[config.mk]
export PLATFORM = sky130hd
export DESIGN_NAME = modulo_mef_enchimento_vedacao_temporizada
export DESIGN_NICKNAME = d
export VERILOG_FILES = /design/src/rtl/modulo_mef_enchimento_vedacao_temporizada.sv
export SDC_FILE = /design/constraint.sdc
export NUM_CORES = 1
export LEC_CHECK = 0
export ABC_AREA = 1
export CAP_MARGIN = 20
export CORE_AREA = 2 2 72 74
export DETAILED_ROUTE_END_ITERATION = 6
export DIE_AREA = 0 0 74 76
export HOLD_SLACK_MARGIN = 0.06
export PLACE_DENSITY = 0.6
export SYNTH_ARGS = -nofsm -noshare
export SYNTH_HDL_FRONTEND = slang
export SYNTH_SLANG_ARGS = --single-unit
[constraint.sdc]
create_clock -name clk -period 3.4 [get_ports clk]
set_input_delay 1.02 -clock clk [delete_from_list [all_inputs] [get_ports clk]]
set_output_delay 1.02 -clock clk [all_outputs]
set_load 0.02 [all_outputs]
[src/rtl/modulo_mef_enchimento_vedacao_temporizada.sv]
// Fill/seal station controller: one bottle at a time, timed fill with fault, timed seal pulse,
// cork stock with saturating refill, and a wrapping sealed-bottle counter.
module modulo_mef_enchimento_vedacao_temporizada #(
  parameter int FILL_TIMEOUT = 64,
  parameter int SEAL_CYCLES  = 4,
  parameter int CORK_W       = 7,
  parameter int MAX_CORKS    = 100,
  parameter int REFILL_QTY   = 15,
  parameter int INIT_CORKS   = 0,
  parameter int COUNT_W      = 8
) (
  input  logic               clk,
  input  logic               rst,
  input  logic               enable,
  input  logic               pg,
  input  logic               ch,
  input  logic               eb,
  input  logic               rep,
  output logic               m,
  output logic               ev,
  output logic               ve,
  output logic               al,
  output logic               flt,
  output logic [CORK_W-1:0]  rolhas,
  output logic [COUNT_W-1:0] garrafas,
  output logic [2:0]         estado
);

  // state  | meaning
  // IDLE   | stopped, all outputs off
  // MOVE   | conveyor runs until a bottle is present
  // FILL   | valve open until full, timeout leads to FAULT
  // SEAL   | sealing actuator pulse of SEAL_CYCLES cycles
  // NOCORK | seal pending but cork stock empty, alarm on
  // EXIT   | conveyor carries the sealed bottle away
  // FAULT  | fill timeout, waits for enable low
  typedef enum logic [2:0] {
    IDLE   = 3'd0,
    MOVE   = 3'd1,
    FILL   = 3'd2,
    SEAL   = 3'd3,
    NOCORK = 3'd4,
    EXIT   = 3'd5,
    FAULT  = 3'd6
  } state_t;

  localparam int FT_W = $clog2(FILL_TIMEOUT);
  localparam int ST_W = $clog2(SEAL_CYCLES + 1);
  localparam logic [FT_W-1:0]   FILL_LAST  = FT_W'(FILL_TIMEOUT - 1);
  localparam logic [ST_W-1:0]   SEAL_LAST  = ST_W'(SEAL_CYCLES - 1);
  localparam logic [CORK_W:0]   REFILL_EXT = (CORK_W + 1)'(REFILL_QTY);
  localparam logic [CORK_W:0]   MAX_EXT    = (CORK_W + 1)'(MAX_CORKS);
  localparam logic [CORK_W-1:0] INIT_VAL   = CORK_W'(INIT_CORKS);

  state_t            state, state_next;
  logic [FT_W-1:0]   fill_timer;
  logic [ST_W-1:0]   seal_timer;
  logic              rep_q;
  logic              rep_edge;
  logic              seal_done;
  logic [CORK_W:0]   cork_sum;
  logic [CORK_W-1:0] rolhas_next;

  always_comb begin
    rep_edge  = rep & ~rep_q;
    seal_done = (state == SEAL) && (seal_timer == SEAL_LAST);
    // One bit of headroom so decrement and refill combine before saturating.
    cork_sum  = {1'b0, rolhas}
              - ((seal_done && (rolhas != '0)) ? (CORK_W + 1)'(1) : '0)
              + (rep_edge ? REFILL_EXT : '0);
    rolhas_next = (cork_sum > MAX_EXT) ? MAX_EXT[CORK_W-1:0] : cork_sum[CORK_W-1:0];
  end

  always_comb begin
    state_next = state;
    case (state)
      IDLE:   if (enable) state_next = MOVE;
      MOVE: begin
        if (!enable)        state_next = IDLE;
        else if (pg && !eb) state_next = FILL;
      end
      FILL: begin
        if (ch)                                 state_next = (rolhas != '0) ? SEAL : NOCORK;
        else if (!eb && fill_timer == FILL_LAST) state_next = FAULT;
        else if (!enable)                       state_next = IDLE;
      end
      SEAL:   if (seal_done) state_next = EXIT;
      NOCORK: if (rolhas != '0) state_next = SEAL;
      EXIT:   if (!pg) state_next = enable ? MOVE : IDLE;
      FAULT:  if (!enable) state_next = IDLE;
      default: state_next = IDLE;
    endcase
  end

  always_comb begin
    m   = 1'b0;
    ev  = 1'b0;
    ve  = 1'b0;
    al  = 1'b0;
    flt = 1'b0;
    case (state)
      MOVE, EXIT: m   = ~eb;
      FILL:       ev  = ~eb;
      SEAL:       ve  = 1'b1;
      NOCORK:     al  = 1'b1;
      FAULT:      flt = 1'b1;
      default:    ;
    endcase
    estado = state;
  end

  always_ff @(posedge clk or posedge rst) begin
    if (rst) begin
      state      <= IDLE;
      fill_timer <= '0;
      seal_timer <= '0;
      rep_q      <= 1'b0;
      rolhas     <= INIT_VAL;
      garrafas   <= '0;
    end else begin
      state  <= state_next;
      rep_q  <= rep;
      rolhas <= rolhas_next;
      // Timers idle at zero outside their state, so every entry starts a fresh count.
      if (state != FILL)  fill_timer <= '0;
      else if (!eb)       fill_timer <= fill_timer + 1'b1;
      if (state != SEAL)  seal_timer <= '0;
      else                seal_timer <= seal_timer + 1'b1;
      if (seal_done)      garrafas <= garrafas + 1'b1;
    end
  end

endmodule

### Yosys cells after proc, flatten, opt, wreduce, memory -nomap -nowiden

Cells that the tools add are included.

* output and inout bits: 23
* register bits: 28

* reduce and logical (&&, ||, !) cells: 9
* bitwise operators: 3
* muxes and demuxes: 23
* equality and inequality tests: 16
* order comparisons: 1
* $add $sub $neg: 5

Operators by type and width (number)
* $mux W3: 11
* $pmux W3 S7: 1
* $mux W6: 2
* $eq A3 B2 Y1 const B: 3
* $eq A3 B3 Y1 const B: 3
* $add A8 B1 Y8 const B: 1
* $add A8 B4 Y8: 1
* $gt A8 B7 Y1 const B: 1
* $ne A2 B2 Y1 const B: 4
* $sub A7 B1 Y8: 1
* $mux W1: 7
* $mux W7: 1
* $reduce_bool A7 Y1: 1
* $add A6 B1 Y6 const B: 1
* $eq A6 B6 Y1 const B: 1
* $ne A3 B2 Y1 const B: 2
* $reduce_and A5 Y1: 1
* $logic_and A1 B1 Y1: 4
* $mux W4: 1
* $add A3 B1 Y3 const B: 1
* $eq A3 B1 Y1 const B: 1
* $logic_not A3 Y1: 1
* $ne A3 B3 Y1 const B: 1
* $ne A2 B1 Y1 const B: 1
* other kinds (4): 5

### Longest topological paths before layout

Gate-level depths: netlist of run 1.

* word-level depth: 8
* depth in mapped cells: 22
* mapped depth without buffers: 22

### Worst setup path after synthesis of run 1

No wires, ideal clock.

* kind: register to register
* start: register state[1] (netlist: estado[1])
* end: register rolhas[1]
* cell stages (with the launch flop): 21
* path buffers: 1
* arrival time: 2.813 ns
* period minus slack after synthesis: 2.929 ns
* setup time: 0.117 ns
* setup slack: 0.471 ns
* cells stage by stage: dfrtp_1 -> buf_4 -> nand2_1 -> nor2_1 -> nand2_1 -> nor2_1 -> ha_1 -> inv_1 -> ha_1 -> inv_1 -> fa_1 -> inv_1 -> nand2_1 -> nand2_1 -> nand2_1 -> nand2_1 -> nand2_1 -> nand3_1 -> nand3_1 -> nand2_2 -> nor2_1

* cells in the longest elaborated chain, start to end: 8

Ends and longest elaborated chain
* start: declaration: RTL line 55 `state_t state, state_next;`
* start signal: assignment: RTL line 121 `state <= state_next;`
* $eq A3 B2 Y1 (*): RTL line 66 `seal_done = (state == SEAL) && (seal_timer == SEAL_LAST);`
* $logic_and A1 B1 Y1 (*): RTL line 66
* $logic_and A1 B1 Y1 (*): RTL line 69 `- ((seal_done && (rolhas != '0)) ? (CORK_W + 1)'(1) : '0)`
* $mux W1 (*): RTL line 69
* $sub A7 B1 Y8 (*): RTL line 69
* $add A8 B4 Y8 (*): RTL line 70 `+ (rep_edge ? REFILL_EXT : '0);`
* $gt A8 B7 Y1: RTL line 71 `rolhas_next = (cork_sum > MAX_EXT) ? MAX_EXT[CORK_W-1:0] : cork_sum[CORK_W-1:0];`
* $mux W7 (*): RTL line 71
* named net rolhas_next[1]: RTL line 62 `logic [CORK_W-1:0] rolhas_next;`
* end signal: assignment: RTL line 123 `rolhas <= rolhas_next;`
* end: declaration: RTL line 24 `output logic [CORK_W-1:0] rolhas,`

Mark *: on every way through the listed nets, which the timed path passes. The rest lies on a longest branch.
A chain may end at the register's enable or synchronous reset.

### Worst setup path after layout of run 1

* start: input port eb
* end: output port m

* cells in the longest elaborated chain, start to end: 2

Ends and longest elaborated chain
* start: declaration: RTL line 17 `input logic eb,`
* $not A1 Y1: RTL line 102 `MOVE, EXIT: m = ~eb;`
* $mux W1: RTL line 101 `case (state)`
* end: declaration: RTL line 19 `output logic m,`

Every way passes these cells.

==> metrics.log, run 1 <==
[metrics] run status: finished, final reports clean
[metrics] TritonCTS Buffers: 3
[metrics] worst vdd rail ir drop: ~0.48 mV
[metrics] cell area after layout: 2350 um2
[metrics] total routing usage reported by global routing: between 10% and 20%
[metrics] cts repair resizes: 0
[metrics] via density per instance: 4.44
[metrics] cell row count: 26
[metrics] Routed Antenna Nets: 0
[metrics] number of enable-type register cells in the synthesized netlist: 0
[metrics] tightest slew margin relative to the limit: roughly 75%
[metrics] height of the chip: 76 um
[metrics] insertion delay of the later-clocked pin in the worst-skew pair: 0.28 ns
[metrics] share of synthesized area occupied by flip-flops and latches: between 30% and 40%
[metrics] unrepaired setup endpoints after global routing: no
[metrics] final critical-path setup slack: a little under 0.1 ns
[metrics] Max Freq: 0.303 GHz
[metrics] total number of H-tree levels: 1
[metrics] storage element area: 701 um2
[metrics] synthesized instance count: approximately 250
[metrics] starting density of the core: 38.3%
[metrics] max-capacitance violation count: 0
[metrics] Congestion Overflow GR: 0
[metrics] Vias: around 1600
[metrics] Net count, final: 310
[metrics] WL per Instance: approximately 10 um
[metrics] largest buffer count on any clock path: 2
[metrics] wire length of the first global-routing pass: 6.52 mm
[metrics] CP Capture Type: primary output
[metrics] areal power density over the cells: about 700 nW/um2
[metrics] DRC marker count from the first detailed-route iteration: approximately 100
[metrics] share of the core filled with cells in the final layout: 47.9%
[metrics] Least-Margin Pin Slew: ~0.38 ns
[metrics] sum of buffers and inverters on the critical path: 2
[metrics] CTS tree: built
[metrics] shortest period the worst path allows: roughly 3.3 ns
[metrics] summed negative setup slack over all endpoints: 0 ns
[metrics] data arrival at the endpoint of the critical path: 2.28 ns
[metrics] die span in x: approximately 74 um
[metrics] maximum number of pins on one net before global-route repair: 29
[metrics] total wirelength of the detailed-routed design: approximately 3.6 mm
[metrics] CP max stage cell: clkdlybuf4s50_1
[metrics] final hold violation count: 0
[metrics] number of antenna violations at the first check in global routing: 0
[metrics] routability cong.: between 0.8 and 0.9
[metrics] count of unresolved DRC violations after routing: 0
[metrics] Root Buffer: clkbuf_8
[metrics] warnings from Yosys: 0
[metrics] predominant post-synthesis flop cell: dfrtp_1
[metrics] multi-input logic area: a little under 1000 um2
[metrics] Synth-to-Final Area Change: 25.0%
[metrics] required time worst endpoint: roughly 2.4 ns
[metrics] diode insertion count for antenna repair: 0
[metrics] final worst clock skew: slightly above 0.009 ns
[metrics] startpoint-to-endpoint class of the critical path: primary input to primary output
[metrics] final worst path period share: a little over nine tenths
[metrics] list of cells traversed by the critical path: clkdlybuf4s50_1, nor3_1, clkdlybuf4s50_1
[metrics] Max Transition Viols Final: 0
[metrics] Yosys cell types: 25
[metrics] number of buffers inserted by post-CTS setup repair: 0
[metrics] I/O pin total: 30
[metrics] average size of a mapped cell: approximately 7.6 um2
[metrics] nature of the critical path startpoint: primary input
[metrics] Die Area: 5620 um2
[metrics] Tot Pwr: between 1.5 and 2 mW
[metrics] clock slew seen by the registers of the worst setup and hold paths: 0.09 ns
[metrics] cell area after synthesis: between 1500 and 2000 um2
[metrics] via count of the first global-routing pass: 1450
[metrics] count of filler cells inserted in the layout: 495
[metrics] worst slack, placed: approximately 0.0034 ns
[metrics] total number of clock tree sinks: 28
[metrics] proportion of synthesized flip-flops having asynchronous set or reset: 100%
[metrics] highest cell delay on the worst timing path: 0.63 ns
[metrics] commonest cells after routing, fill and taps aside: nand2_1 (56), inv_1 (51), clkdlybuf4s50_1 (29)
[metrics] area of the placeable core: approximately 5000 um2
[metrics] Post-Syn Nets: roughly 270
[metrics] cell repeated most along the worst path: clkdlybuf4s50_1
[metrics] layout cells sized above 1: between 5 and 6%
[metrics] Static Leak: around 1.3 nW
[metrics] post-detailed-placement cell area: ~2300 um2
[metrics] number of iterations in the first detailed-routing pass: 4
[metrics] CP max FO: 3
[metrics] DP Wirelength: 2.88 mm
[metrics] most common library cell in the layout ignoring fill and taps: nand2_1
[metrics] final setup fails: 0
[metrics] hold crit path type: flop to flop
[metrics] count of input and output buffers: 29
[metrics] CTS Hold Bufs: 0
[metrics] Yosys reg bits: 28
[metrics] crit-path leading delay family: buffers and inverters
-- report_power, final --
group / internal (mW) / switching [mW]
logic: 0.366 / 0.547
clock network: 0.158 / 0.105
registers: 0.390 / 0.0707
-- sequential cells by signal, indices dropped and copies added (netlist names) --
name        flops
garrafas        8
rep_q           1
fill_timer      6
estado          3
seal_timer      3
rolhas          7
-- routing by layer --
| layer | wire length (um) | global-route usage, % | part of all wire, % |
|---|---|---|---|
| met5 | 0 | 0 | 0 |
| met4 | 18 | 2.18 | 0.49 |
| met3 | 99 | 2.78 | 2.7 |
| met1 | 1980 | 21.8 | 55 |
| met2 | 1540 | 20.8 | 42 |
-- layout make-up --
type                       count  area share, %
multi-input combinational    168           41.6
sequential                    28           29.8
timing repair buffer          33           13.6
inverter                      52           8.29
tap                           70           3.72
clock buffer                   3           1.75
clock inverter                 1           1.28
-- worst paths after layout --
| check | slack (ns) | startpoint | to | cells after the start |
|---|---|---|---|---|
| worst min register to register | 0.44 | seal_timer[0] | seal_timer[0] | 1 |
| max in group asynchronous | 2.04 | rst | fill_timer[1] | 3 |
| worst min-delay path | 0.44 | seal_timer[0] | seal_timer[0] | 1 |
| worst max register to register | 0.54 | rolhas[4] | rolhas[3] | 21 |
| worst max-delay path | 0.1 | eb | m | 3 |
| min in group asynchronous | 1.10 | rst | garrafas[4] | 3 |
-- through the flow --
step                      hold WS (ns)  cells
after detailed placement         0.433    351
after floorplan                  0.410    249
after CTS                        0.447    355
after global routing             0.467    355
after global placement           0.421    351
final                            0.444    355
-- logic make-up after synthesis --
kind of cell / synth area share, %
fa+ha+maj: 11.7
xor+xnor: 3.72
simple gates: 30.5
flops: 37.2
compound gates: 6.11
buf+inv: 10.8
-- synthesized netlist by cell type (3+ instances only) --
library cell	count	area, um2
nor2_1	28	105
xnor2_1	3	26.3
nand3_1	22	110
xor2_1	5	43.8
nand2_1	56	210
nand3b_1	3	22.5
ha_1	16	200
dfrtp_1	28	701
a21oi_1	9	45.0
nor3_1	4	20.0
o21ai_0	9	45.0
inv_1	51	191
Power figures use the tool's default switching activity.
==> run 2: changes to the inputs <==
--- a/config.mk
+++ b/config.mk
@@ -12,6 +12,7 @@
 export DIE_AREA = 0 0 74 76
 export HOLD_SLACK_MARGIN = 0.06
 export PLACE_DENSITY = 0.6
+export RECOVER_POWER = 100
 export SYNTH_ARGS = -nofsm -noshare
 export SYNTH_HDL_FRONTEND = slang
 export SYNTH_SLANG_ARGS = --single-unit
==> run 2 against run 1 <==
Net effect:
- utilization is 0.97 points lower
- fmax is 0.32% higher
- clock power hardly changed
- sequential share of layout area is 0.61 points higher
- non-clock buffer count stayed put
- critical path depth stayed put
- clock-buffer cell count stayed put
- wire length is 0.44% lower
- sequential power is 2% lower
- register-to-register slack worse by 0.02 ns
- critical path type unchanged
- largest power group unchanged
- highest routed layer unchanged
==> metrics.log, run 2 (synthesized netlist as in run 1, its figures left out) <==
[metrics] final worst path period share: between 90% and 100%
[metrics] crit-path leading delay family: buffers and inverters
[metrics] Congestion Overflow GR: 0
[metrics] cts repair resizes: 0
[metrics] WL per Instance: ~10 um
[metrics] Largest register FFs: 8
[metrics] routability cong.: 0.809
[metrics] final hold violation count: 0
[metrics] highest cell delay on the worst timing path: between 0.6 and 0.7 ns
[metrics] sum of buffers and inverters on the critical path: 2
[metrics] Reg-to-Reg End: rolhas[3]
[metrics] height of the chip: roughly 76 um
[metrics] I/O pin total: 30
[metrics] Vias: about 1600
[metrics] worst vdd rail ir drop: 0.482 mV
[metrics] post-detailed-placement cell area: approximately 2300 um2
[metrics] Root Buffer: clkbuf_8
[metrics] Least-Margin Pin Slew: approximately 1.5 ns
[metrics] cell repeated most along the worst path: clkdlybuf4s50_1
[metrics] tightest slew margin relative to the limit: 2.55%
[metrics] final worst clock skew: 0.0101 ns
[metrics] required time worst endpoint: ~2.4 ns
[metrics] via density per instance: roughly 4.4
[metrics] design internal power: 888 uW
[metrics] Routed Antenna Nets: 0
[metrics] data arrival at the endpoint of the critical path: around 2.3 ns
[metrics] cell row count: 26
[metrics] worst hold stages: 1
[metrics] portion of total power attributed to sequential cells: approximately 28%
[metrics] total number of H-tree levels: 1
[metrics] maximum number of pins on one net before global-route repair: 29
[metrics] unrepaired setup endpoints after global routing: no
[metrics] diode insertion count for antenna repair: 0
[metrics] reported net switching power: 704 uW
[metrics] total wirelength of the detailed-routed design: about 3.6 mm
[metrics] max-capacitance violation count: 0
[metrics] count of unresolved DRC violations after routing: 0
[metrics] number of antenna violations at the first check in global routing: 0
[metrics] CTS tree: built
[metrics] Die Area: 5620 um2
[metrics] CP max FO: 3
[metrics] beginning of the worst hold path: seal_timer[0]
[metrics] total routing usage reported by global routing: roughly 14%
[metrics] startpoint-to-endpoint class of the critical path: primary input to primary output
[metrics] count of filler cells inserted in the layout: between 500 and 600
[metrics] hold crit path type: flop to flop
[metrics] shortest period the worst path allows: ~3.3 ns
[metrics] count of input and output buffers: 29
[metrics] Max Freq: 0.304 GHz
[metrics] most common library cell in the layout ignoring fill and taps: nand2_1
[metrics] DP Wirelength: 2.88 mm
[metrics] most flop-heavy register: garrafas
[metrics] areal power density over the cells: slightly below 700 nW/um2
[metrics] CTS Hold Bufs: 0
[metrics] wire length of the first global-routing pass: 6.52 mm
[metrics] launch point of the critical path: eb
[metrics] Static Leak: ~1.3 nW
[metrics] Synth-to-Final Area Change: 22.5%
[metrics] insertion delay of the later-clocked pin in the worst-skew pair: 0.28 ns
[metrics] TritonCTS Buffers: 3
[metrics] number of buffers inserted by post-CTS setup repair: 0
[metrics] Net count, final: 310
[metrics] number of cell instances on the worst register-to-register path: 21
[metrics] summed negative setup slack over all endpoints: 0 ns
[metrics] die span in x: around 74 um
[metrics] run status: finished, final reports clean
[metrics] number of iterations in the first detailed-routing pass: 4
[metrics] cell area after layout: roughly 2300 um2
[metrics] relative contribution of the clock network to total power: between 10% and 20%
[metrics] total number of clock tree sinks: 28
[metrics] via count of the first global-routing pass: 1450
[metrics] CP max stage cell: clkdlybuf4s50_1
[metrics] commonest cells after routing, fill and taps aside: nand2_1 (57), inv_1 (52), nor2_1 (29)
[metrics] registers with the most flip-flops: garrafas: 8 flops, rolhas: 7 flops, fill_timer: 6 flops
[metrics] clock slew seen by the registers of the worst setup and hold paths: 0.09 ns
[metrics] combinational fraction of design power: between 50% and 60%
[metrics] share of the core filled with cells in the final layout: around 47%
[metrics] largest buffer count on any clock path: 2
[metrics] switching fraction of total power: 44.2%
[metrics] CP Capture Type: primary output
[metrics] endpoint of the worst hold path: seal_timer[0]
[metrics] final setup fails: 0
[metrics] area of the placeable core: approximately 4900 um2
[metrics] setup slack on the worst flop-to-flop path: about 0.52 ns
[metrics] layout cells sized above 1: roughly 2.8%
[metrics] Max Transition Viols Final: 0
[metrics] starting density of the core: between 30% and 40%
[metrics] DRC marker count from the first detailed-route iteration: 105
[metrics] nature of the critical path startpoint: primary input
[metrics] list of cells traversed by the critical path: clkdlybuf4s50_1, nor3_1, clkdlybuf4s50_1
[metrics] worst flop-to-flop path startpoint: rolhas[4]
-- run 2: how the worst max path moves through the flow --
stage,end,slack (ns),cells past startpoint
after global routing,rolhas[3],0.03,14
after CTS,m,0.09,3
after global placement,rolhas[1],0.07,17
after detailed placement,rolhas[3],0.003,17
after floorplan,rolhas[1],0.47,20
final,m,0.11,3
-- run 2: metrics by stage --
stage               total power, mW  hold slack [ns]  cells  setup WS [ns]
finish                         1.59            0.445    355          0.110
global route                   1.75            0.467    355         0.0293
floorplan                      1.12            0.410    249          0.471
global placement               1.38            0.421    351         0.0726
CTS                            1.64            0.447    355         0.0940
detailed placement             1.38            0.433    351        0.00338
-- run 2: power groups by stage --
stage	Combinational [mW]	Clock (mW)	Sequential [mW]
detailed placement	0.908	0	0.467
CTS	0.913	0.269	0.462
global route	1.01	0.281	0.465
finish	0.874	0.264	0.454
floorplan	0.629	0	0.493
global placement	0.910	0	0.471
-- run 2: layout make-up --
type | count | area [um2] | share of cell area (%)
Tap cell | 70 | 87.6 | 3.80
Clock inverter | 1 | 30.0 | 1.30
Multi-Input combinational cell | 168 | 943 | 40.9
Timing Repair Buffer | 33 | 309 | 13.4
Sequential cell | 28 | 701 | 30.4
Inverter | 52 | 195 | 8.46
Clock buffer | 3 | 41.3 | 1.79
-- run 2: worst register-to-register path, cell delays in order, from the launching register on --
cell and delay [ns]:
dfrtp_1 0.42, inv_1 0.10, ha_1 0.15, inv_1 0.05, nor2_1 0.08, nand3_1 0.10
inv_1 0.11, nor2_1 0.06, ha_1 0.26, inv_1 0.05, ha_1 0.15, inv_1 0.05
fa_1 0.39, inv_1 0.09, nand2_1 0.05, nand2_1 0.07, nand3_1 0.08, nand2_1 0.10
nand3_1 0.09, nand3_1 0.14, nand2_1 0.11, nor2_1 0.10
-- run 2: routing by layer --
metal	global-route usage, %	vias to the layer above	wire (um)
li1	-	854	-
met1	21.8	699	1960
met2	20.8	21	1540
met3	2.78	2	100
met4	2.18	0	18
met5	0	-	0
==> run 3: changes to the inputs <==
--- a/config.mk
+++ b/config.mk
@@ -8,8 +8,10 @@
 export ABC_AREA = 1
 export CAP_MARGIN = 20
 export CORE_AREA = 2 2 72 74
+export CTS_CLUSTER_DIAMETER = 100
 export DETAILED_ROUTE_END_ITERATION = 6
 export DIE_AREA = 0 0 74 76
+export GPL_TIMING_DRIVEN = 0
 export HOLD_SLACK_MARGIN = 0.06
 export PLACE_DENSITY = 0.6
 export RECOVER_POWER = 100
==> run 3 against run 2 <==
Net effect:
- worst hold slack worse by 0.0034 ns
- worst setup slack better by 0.038 ns
- global-route usage down 0.096 points
- total power down 2.4%
- critical endpoint is now ev
- largest cell class unchanged
==> metrics.log, run 3 (synthesized netlist as in run 1, its figures left out) <==
[metrics] required time worst endpoint: between 2 and 2.5 ns
[metrics] worst vdd rail ir drop: roughly 0.46 mV
[metrics] area of the placeable core: ~5000 um2
[metrics] data arrival at the endpoint of the critical path: ~2.2 ns
[metrics] total number of H-tree levels: 1
[metrics] DRC marker count from the first detailed-route iteration: 37
[metrics] routability cong.: about 0.76
[metrics] setup slack on the worst flop-to-flop path: around 0.49 ns
[metrics] count of unresolved DRC violations after routing: 0
[metrics] Reg-to-Reg End: rolhas[4]
[metrics] number of buffers inserted by post-CTS setup repair: 0
[metrics] final hold violation count: 0
[metrics] areal power density over the cells: between 600 and 700 nW/um2
[metrics] Max Transition Viols Final: 0
[metrics] via count of the first global-routing pass: ~1500
[metrics] launch point of the critical path: eb
[metrics] Static Leak: 1.26 nW
[metrics] commonest cells after routing, fill and taps aside: nand2_1 (55), inv_1 (52), nor2_1 (29)
[metrics] max-capacitance violation count: 0
[metrics] total number of clock tree sinks: 28
[metrics] total routing usage reported by global routing: between 10 and 15%
[metrics] number of iterations in the first detailed-routing pass: 4
[metrics] registers with the most flip-flops: garrafas: 8 flops, rolhas: 7 flops, fill_timer: 6 flops
[metrics] CTS tree: built
[metrics] shortest period the worst path allows: ~3.3 ns
[metrics] tightest slew margin relative to the limit: around a fifth
[metrics] last element of the critical path: ev
[metrics] I/O pin total: 30
[metrics] Max Freq: ~0.31 GHz
[metrics] Hold Worst Slack: ~0.44 ns
[metrics] Congestion Overflow GR: 0
[metrics] final worst path period share: approximately 96%
[metrics] final worst clock skew: just under 0.007 ns
[metrics] final setup fails: 0
[metrics] Net count, final: ~310
[metrics] Synth-to-Final Area Change: 21.4%
[metrics] DP Wirelength: around 2.9 mm
[metrics] unrepaired setup endpoints after global routing: no
[metrics] insertion delay of the later-clocked pin in the worst-skew pair: around 0.27 ns
[metrics] Root Buffer: clkbuf_8
[metrics] largest buffer count on any clock path: 2
[metrics] Tot Pwr: 1.55 mW
[metrics] count of input and output buffers: 29
[metrics] Die Area: 5620 um2
[metrics] WL per Instance: roughly 10 um
[metrics] hold crit path type: flop to flop
[metrics] Largest register FFs: 8
[metrics] Vias: around 1600
[metrics] count of filler cells inserted in the layout: 494
[metrics] maximum number of pins on one net before global-route repair: 29
[metrics] TritonCTS Buffers: 3
[metrics] cell row count: 26
[metrics] startpoint-to-endpoint class of the critical path: primary input to primary output
[metrics] number of antenna violations at the first check in global routing: 0
[metrics] worst flop-to-flop path startpoint: estado[1]
[metrics] number of cell instances on the worst register-to-register path: 20
[metrics] die span in x: roughly 74 um
[metrics] multi-input logic area: approximately 960 um2
[metrics] diode insertion count for antenna repair: 0
[metrics] total wirelength of the detailed-routed design: ~3.7 mm
[metrics] most flop-heavy register: garrafas
[metrics] run status: finished, final reports clean
[metrics] nature of the critical path startpoint: primary input
[metrics] CP Capture Type: primary output
[metrics] wire length of the first global-routing pass: about 6.4 mm
[metrics] starting density of the core: about two fifths
[metrics] storage element area: roughly 700 um2
[metrics] CP max FO: 5
[metrics] most common library cell in the layout ignoring fill and taps: nand2_1
[metrics] Routed Antenna Nets: 0
[metrics] layout cells sized above 1: a little under 4%
[metrics] Least-Margin Pin Slew: roughly 1.2 ns
[metrics] via density per instance: 4.51
[metrics] height of the chip: 76 um
[metrics] clock slew seen by the registers of the worst setup and hold paths: around 0.090 ns
==> run 3: timing repair <==
| item | 4_1_cts | 5_1_grt |
|---|---|---|
| resized for setup | 0 | 4 |
| hold buffers | 0 | 0 |
| endpoints found under the setup margin | 0 | 7 |
==> run 3: how the worst min path moves through the flow <==
stage	startpoint	end	slack, ns	cells past startpoint
after global placement	seal_timer[0]	seal_timer[0]	0.43	1
after CTS	seal_timer[0]	seal_timer[0]	0.44	1
final	seal_timer[0]	seal_timer[0]	0.44	1
after global routing	seal_timer[0]	seal_timer[0]	0.47	1
after floorplan	seal_timer[0]	seal_timer[0]	0.41	1
after detailed placement	seal_timer[0]	seal_timer[0]	0.43	1
==> run 3: stage by stage <==
step	std cells	worst slack, ns	TNS, ns	utilization (%)	cell area, um2
finish	353	0.148	0	46.5	2290
global route	353	0.0242	0	46.5	2290
CTS	352	0.0581	0	47.1	2320
detailed placement	348	-0.174	-0.858	46.0	2260
global placement	348	-0.162	-0.775	46.0	2260
floorplan	249	0.471	0	-	1880
==> run 3: layout make-up <==
type / count / share of cell area, %
multi-input cells: 168 / 41.8
flip-flops and latches: 28 / 30.7
repair buffers: 30 / 12.6
inverters: 52 / 8.54
well taps: 70 / 3.83
clock buffers: 4 / 2.41
plain buffers: 1 / 0.164
==> run 3: routing by layer <==
metal	track usage, %	part of all wire (%)
met1	19.0	50
met2	22.9	46
met3	3.57	4.1
met4	2.18	0.51
met5	0	0
==> run 3: critical path, cell delays in order <==
cell	delay (ns)
clkdlybuf4s50_1	0.47
nor2_1	0.12
clkdlybuf4s50_1	0.61
==> run 3: where the power goes <==
part | switching [mW] | leakage [nW] | total, mW | internal [mW]
registers | 0.0533 | 0.370 | 0.444 | 0.391
logic | 0.561 | 0.859 | 0.907 | 0.345
clock network | 0.0997 | 0.0288 | 0.203 | 0.104
